$ cat config.mk
export PLATFORM = sky130hd
export DESIGN_NAME = bank_readout
export DESIGN_NICKNAME = d
export VERILOG_FILES = /design/src/rtl/bank_readout_pkg.sv /design/src/rtl/bank_readout_word_mux.sv /design/src/rtl/bank_readout.sv
export SDC_FILE = /design/constraint.sdc
export NUM_CORES = 2
export LEC_CHECK = 0
export ABC_AREA = 1
export CORE_AREA = 3 3 412 414
export DETAILED_ROUTE_END_ITERATION = 12
export DIE_AREA = 0 0 415 417
export PLACE_DENSITY_LB_ADDON = 0.05
export SLEW_MARGIN = 20
export SYNTH_ARGS = -nofsm -noshare
export SYNTH_HDL_FRONTEND = slang
export SYNTH_SLANG_ARGS = --single-unit
$ cat constraint.sdc
create_clock -name clk -period 4.1 [get_ports clk]
set_input_delay 0.41 -clock clk [delete_from_list [all_inputs] [get_ports clk]]
set_output_delay 0.41 -clock clk [all_outputs]
set_load 0.01 [all_outputs]
$ cat src/rtl/bank_readout_pkg.sv
// Shared definitions for the parameter-bank readout path: bank geometry
// defaults and the readout FSM state encoding. The pipe-in bank combiner
// uses the same geometry.
// Optional feature macro: BANK_READOUT_CHECKSUM_EN adds a trailing checksum word.
package bank_readout_pkg;

    localparam int WIDTH_DEF = 16;
    localparam int WORDS_DEF = 64;
    localparam int IDX_W     = 6;

    typedef enum logic [1:0] {
        ST_IDLE = 2'd0,
        ST_SEND = 2'd1
`ifdef BANK_READOUT_CHECKSUM_EN
        ,
        ST_CSUM = 2'd2
`endif
    } state_t;

endpackage

$ cat src/rtl/bank_readout_word_mux.sv
// Word selector: picks word[sel] out of the flattened shadow bank.
module word_mux
    import bank_readout_pkg::*;
#(
    parameter int WIDTH = WIDTH_DEF,
    parameter int WORDS = WORDS_DEF
) (
    input  logic [WIDTH*WORDS-1:0] bank_in,
    input  logic [IDX_W-1:0]       sel,
    output logic [WIDTH-1:0]       word
);

    assign word = bank_in[WIDTH*sel +: WIDTH];

endmodule

$ cat src/rtl/bank_readout.sv
// Snapshot a parameter bank on start and stream it out word by word as a
// first-word-fall-through source for a pipe-out endpoint.
// Optional feature macro: BANK_READOUT_CHECKSUM_EN appends a mod-2^WIDTH sum
// of all words as one extra word before the readout completes.
module bank_readout
    import bank_readout_pkg::*;
#(
    parameter int WIDTH = WIDTH_DEF,
    parameter int WORDS = WORDS_DEF
) (
    input  logic                   clk,
    input  logic                   reset,
    input  logic                   start,
    input  logic [WIDTH*WORDS-1:0] bank,
    input  logic                   rd,
    output logic [WIDTH-1:0]       dout,
    output logic                   empty,
    output logic                   busy,
    output logic                   done,
    output logic [IDX_W-1:0]       index,
    output logic                   underrun
);

    localparam logic [IDX_W-1:0] LAST_IDX = IDX_W'(WORDS - 1);

    state_t                 state_r, state_s;
    logic [WIDTH*WORDS-1:0] shadow_r;
    logic [IDX_W-1:0]       index_r, index_s;
    logic                   load_s;
    logic                   done_r, done_s;
    logic                   underrun_r, underrun_s;
    logic [WIDTH-1:0]       word_s;
`ifdef BANK_READOUT_CHECKSUM_EN
    logic [WIDTH-1:0]       sum_r, sum_s;
`endif

    word_mux #(
        .WIDTH (WIDTH),
        .WORDS (WORDS)
    ) u_word_mux (
        .bank_in (shadow_r),
        .sel     (index_r),
        .word    (word_s)
    );

    // Next-state logic: start acceptance, word advance, completion and underrun.
    always_comb begin
        state_s    = state_r;
        index_s    = index_r;
        load_s     = 1'b0;
        done_s     = 1'b0;
        underrun_s = underrun_r;
`ifdef BANK_READOUT_CHECKSUM_EN
        sum_s      = sum_r;
`endif
        case (state_r)
            ST_IDLE: begin
                index_s = {IDX_W{1'b0}};
                if (start) begin
                    // A rd landing together with start still counts as an underrun.
                    state_s    = ST_SEND;
                    load_s     = 1'b1;
                    underrun_s = rd;
`ifdef BANK_READOUT_CHECKSUM_EN
                    sum_s      = {WIDTH{1'b0}};
`endif
                end else if (rd) begin
                    underrun_s = 1'b1;
                end else begin
                    state_s = ST_IDLE;
                end
            end
            ST_SEND: begin
                if (rd) begin
`ifdef BANK_READOUT_CHECKSUM_EN
                    sum_s = sum_r + word_s;
`endif
                    if (index_r == LAST_IDX) begin
`ifdef BANK_READOUT_CHECKSUM_EN
                        // Hold index on the last word while the sum is presented.
                        state_s = ST_CSUM;
`else
                        state_s = ST_IDLE;
                        index_s = {IDX_W{1'b0}};
                        done_s  = 1'b1;
`endif
                    end else begin
                        index_s = index_r + 6'd1;
                    end
                end else begin
                    state_s = ST_SEND;
                end
            end
`ifdef BANK_READOUT_CHECKSUM_EN
            ST_CSUM: begin
                if (rd) begin
                    state_s = ST_IDLE;
                    index_s = {IDX_W{1'b0}};
                    done_s  = 1'b1;
                end else begin
                    state_s = ST_CSUM;
                end
            end
`endif
            default: begin
                state_s = ST_IDLE;
                index_s = {IDX_W{1'b0}};
            end
        endcase
    end

    // State, shadow bank and flag registers; reset abandons any readout.
    always_ff @(posedge clk) begin
        if (reset) begin
            state_r    <= ST_IDLE;
            index_r    <= {IDX_W{1'b0}};
            shadow_r   <= {(WIDTH*WORDS){1'b0}};
            done_r     <= 1'b0;
            underrun_r <= 1'b0;
`ifdef BANK_READOUT_CHECKSUM_EN
            sum_r      <= {WIDTH{1'b0}};
`endif
        end else begin
            state_r    <= state_s;
            index_r    <= index_s;
            done_r     <= done_s;
            underrun_r <= underrun_s;
`ifdef BANK_READOUT_CHECKSUM_EN
            sum_r      <= sum_s;
`endif
            if (load_s) begin
                shadow_r <= bank;
            end
        end
    end

    // Output word: zero when idle, shadow word while sending, sum in CSUM.
    always_comb begin
        dout = {WIDTH{1'b0}};
        case (state_r)
            ST_IDLE: dout = {WIDTH{1'b0}};
            ST_SEND: dout = word_s;
`ifdef BANK_READOUT_CHECKSUM_EN
            ST_CSUM: dout = sum_r;
`endif
            default: dout = {WIDTH{1'b0}};
        endcase
    end

    assign empty    = (state_r == ST_IDLE);
    assign busy     = (state_r != ST_IDLE);
    assign done     = done_r;
    assign index    = index_r;
    assign underrun = underrun_r;

endmodule

==> impl_metrics.csv <==
group,metric,value,unit
timing,fin_crit_sh,97.38,%
timing,hold_slack,303.3,ps
global_route,grt_pass1_wl,345.7,mm
logic_synthesis,synth-seq-cells,1033,
logic_synthesis,syn_area_per_cell,6.541,um2
cts,clock-sinks,1033,
timing,worst_pin_slew,978.4,ps
logic_synthesis,synth_warnings,0,
timing,max_freq,0.2505,GHz
timing,relSlewSlack,34.77,%
power_and_ir_drop,power_density,437.2,mW/mm2
worst_setup_path,path_class,"flop to primary output",
worst_setup_path,r2r-start,"state_r[0]$_SDFFE_PP0P_",
logic_synthesis,yosysTopAreaCell,"dfxtp_1",
placement,port_buffers,1053,
power_and_ir_drop,seqPwrFrac,41.0,%
timing,hold_viol,0,
power_and_ir_drop,pwr-share-comb,17.4,%
power_and_ir_drop,p_clk_share,41.6,%
placement,place_inst,9941,
floorplanning,die_w,415,um
finish,syn_to_final_growth,36.09,%
floorplanning,die_h,417,um
finish,regArea,0.02069,mm2
cts,numCtsBuffers,121,
timing,finalSetupViolCount,0,
global_route,grt_max_degree,215,
worst_setup_path,critPathRequiredTime,3690,ps
global_route,grt_overflow_total,0,
placement,place.gp.congestion,0.8812,
worst_setup_path,cp-startpoint,"index[0]$_SDFFE_PP0P_",
floorplanning,coreArea,0.1667,mm2
global_route,antenna_found_initial,87,
worst_setup_path,cp.arrival,3580,ps
routing,vias_per_cell,4.809,
worst_setup_path,regToRegSetupSlack,1740,ps
cts,cts-root-buf,"clkbuf_16",
timing,slew_viol_final,0,
cts,cts_tree,"done",
logic_synthesis,synth_area,0.04666,mm2
min_path,hp-class,"input port to flop",
finish,fillerInstances,18180,
power_and_ir_drop,switchingPower,7.965,mW
min_path,hold_start,"bank[57]",
run,maxCapViolCount,0,
cts,clk_latency,740,ps
routing,ant_nets,0,
finish,layout-drive-gt1-share,4.351,%
global_route,grt_pass1_vias,47790,
worst_setup_path,endpoint_kind,"primary output",
power_and_ir_drop,internal-power,19.80,mW
finish,final_nets,8906,
floorplanning,initial_core_util,28.00,%
cts,holdBufCountCts,0,
cts,clockBufferDepth,3,
cts,clkTransAtPathRegs,60,ps
routing,drt_iter0_drc,3812,
floorplanning,floorplan.die_area,0.1731,mm2
timing,skew,17.43,ps
logic_synthesis,synth_top_area_share,44.32,%
routing,vias,49140,
worst_setup_path,startpoint_type,"flop",
cts,h-tree-depth,3,
timing,finalSetupTns,0,ps
worst_setup_path,critPathMaxFanout,38,
finish,multi_input_area,0.02145,mm2
logic_synthesis,synth_area_leaders,"dfxtp_1 (44%), nor2_1 (14%), o21ai_0 (12%)",
global_route,track_usage,27.34,%
routing,wl_per_cell,24.19,um
timing,rsz0062_at_grt,"no",
power_and_ir_drop,p_leak,25.87,nW
status,status,"completed",
floorplanning,io_pins,1054,
floorplanning,rows,150,
logic_synthesis,ys_types,25,
logic_synthesis,ys_seq_area_share,44.32,%
logic_synthesis,synth.net_count,8163,
routing,dr.pass1.iters,6,
timing,min_period,3992,ps
power_and_ir_drop,switching_share,28.69,%
routing,drt_wl_total,247.2,mm
placement,post-dp-hpwl,182.9,mm
finish,stdcell_count,10220,
finish,finish.utilization,38.10,%
power_and_ir_drop,vdd_drop_max,0.0003620,V
logic_synthesis,syn_inst,7134,
routing,drc_errors,0,
routing by layer:
layer | vias up | part of all wire, % | global-route usage, %
met2 | 1381 | 52 | 50.31
li1 | 24150 | - | -
met3 | 382 | 4.0 | 3.222
met1 | 23220 | 40 | 31.75
met4 | 10 | 4.1 | 11.91
met5 | - | 0.029 | 0
power groups by stage:
stage | clock (mW) | sequential, mW | combinational, mW
floorplan | 0 | 11.4 | 2.50
global placement | 0 | 11.6 | 4.78
detailed placement | 0 | 11.6 | 4.80
CTS | 11.8 | 11.4 | 4.87
global route | 12.2 | 11.5 | 5.35
finish | 11.6 | 11.4 | 4.83
kinds of logic (layout without fill, tap and decap cells):
group                    count (synthesis)  count (layout)  share of synthesized area [%]
AND/OR/NAND/NOR                       3320            3320                          27.94
AO/OA/AOI/OAI                         1668            1668                          17.91
other                                    0              40                              0
XOR/XNOR                                 2               2                        0.03755
adder cells (fa/ha/maj)                  1               1                        0.02681
flip-flops                            1033            1033                          44.32
buffers and inverters                 1110            1951                          9.769
placed cells by master, fill, tap and decap left out, types with 6 or more instances in the layout:
cell / count
bufinv_16: 12
nor2_1: 1696
dfxtp_1: 1030
a21oi_1: 534
o21ai_0: 1091
nand3_1: 436
nand2_1: 1173
clkinvlp_4: 7
o21ai_1: 39
buf_12: 34
clkinv_2: 16
buf_16: 6
inv_1: 549
clkbuf_8: 35
clkbuf_1: 21
clkdlybuf4s50_1: 1037
diode_2: 40
bufbuf_16: 6
clkbuf_16: 123
buf_4: 81
critical path, stage by stage (launching register included):
cell     delay (ps)
dfxtp_4         500
buf_4           430
buf_4           350
nor2_1          100
nor2_1           90
nand2_1          60
a21oi_1         360
nor2_1          110
nand2_1          80
nand3_1         280
a21oi_1         260
buf_4           190
through the flow:
step           instance area, um2  power, mW  setup WS [ps]
5_1_grt                     63480      28.99          2.174
3_5_place_dp                58780      16.39          498.0
4_1_cts                     63380      28.06          2.703
6_report                    63500      27.76          107.6
2_1_floorplan               46660      13.95           2109
3_3_place_gp                58780      16.36          483.5
worst paths after layout:
kind | depth (start not counted) | endpoint
setup / recovery | 11 | dout[0]
hold / removal | 3 | shadow_r[57]$_SDFFE_PP0P_
setup reg to reg | 7 | shadow_r[990]$_SDFFE_PP0P_
hold reg to reg | 2 | shadow_r[734]$_SDFFE_PP0P_
flip-flops by register name, indices dropped and copies added, names as in the netlist:
signal / count
state_r: 1
done: 1
shadow_r: 1024
underrun: 1
index: 6
what timing repair did:
item                       CTS  global route
pin swaps                    0             0
cloned                       6             0
setup buffers               10             1
gates resized for setup     19             3
setup endpoints to repair   15             5
layout make-up:
cell class	instances	area share [%]
clock buffers	179	5.730
repair buffers	1171	19.06
diodes	40	0.1576
inverters	559	3.397
multi-input cells	4991	33.78
well taps	2204	4.343
flip-flops and latches	1033	32.58
clock inverters	42	0.9497
Yosys cell counts:
master	number
nand2_2	1
inv_1	550
and3_1	1
xor2_1	2
clkbuf_1	356
nor3b_1	1
nor3_2	1
ha_1	1
buf_1	28
buf_6	12
o211ai_1	4
clkinv_1	4
nand2_1	1174
nand3_1	436
inv_4	1
buf_2	113
dfxtp_1	1033
buf_4	42
o21ai_0	1091
o21ai_1	39
nor2_1	1701
inv_2	4
or2_0	4
nor2_2	1
a21oi_1	534
Power figures use the tool's default switching activity.
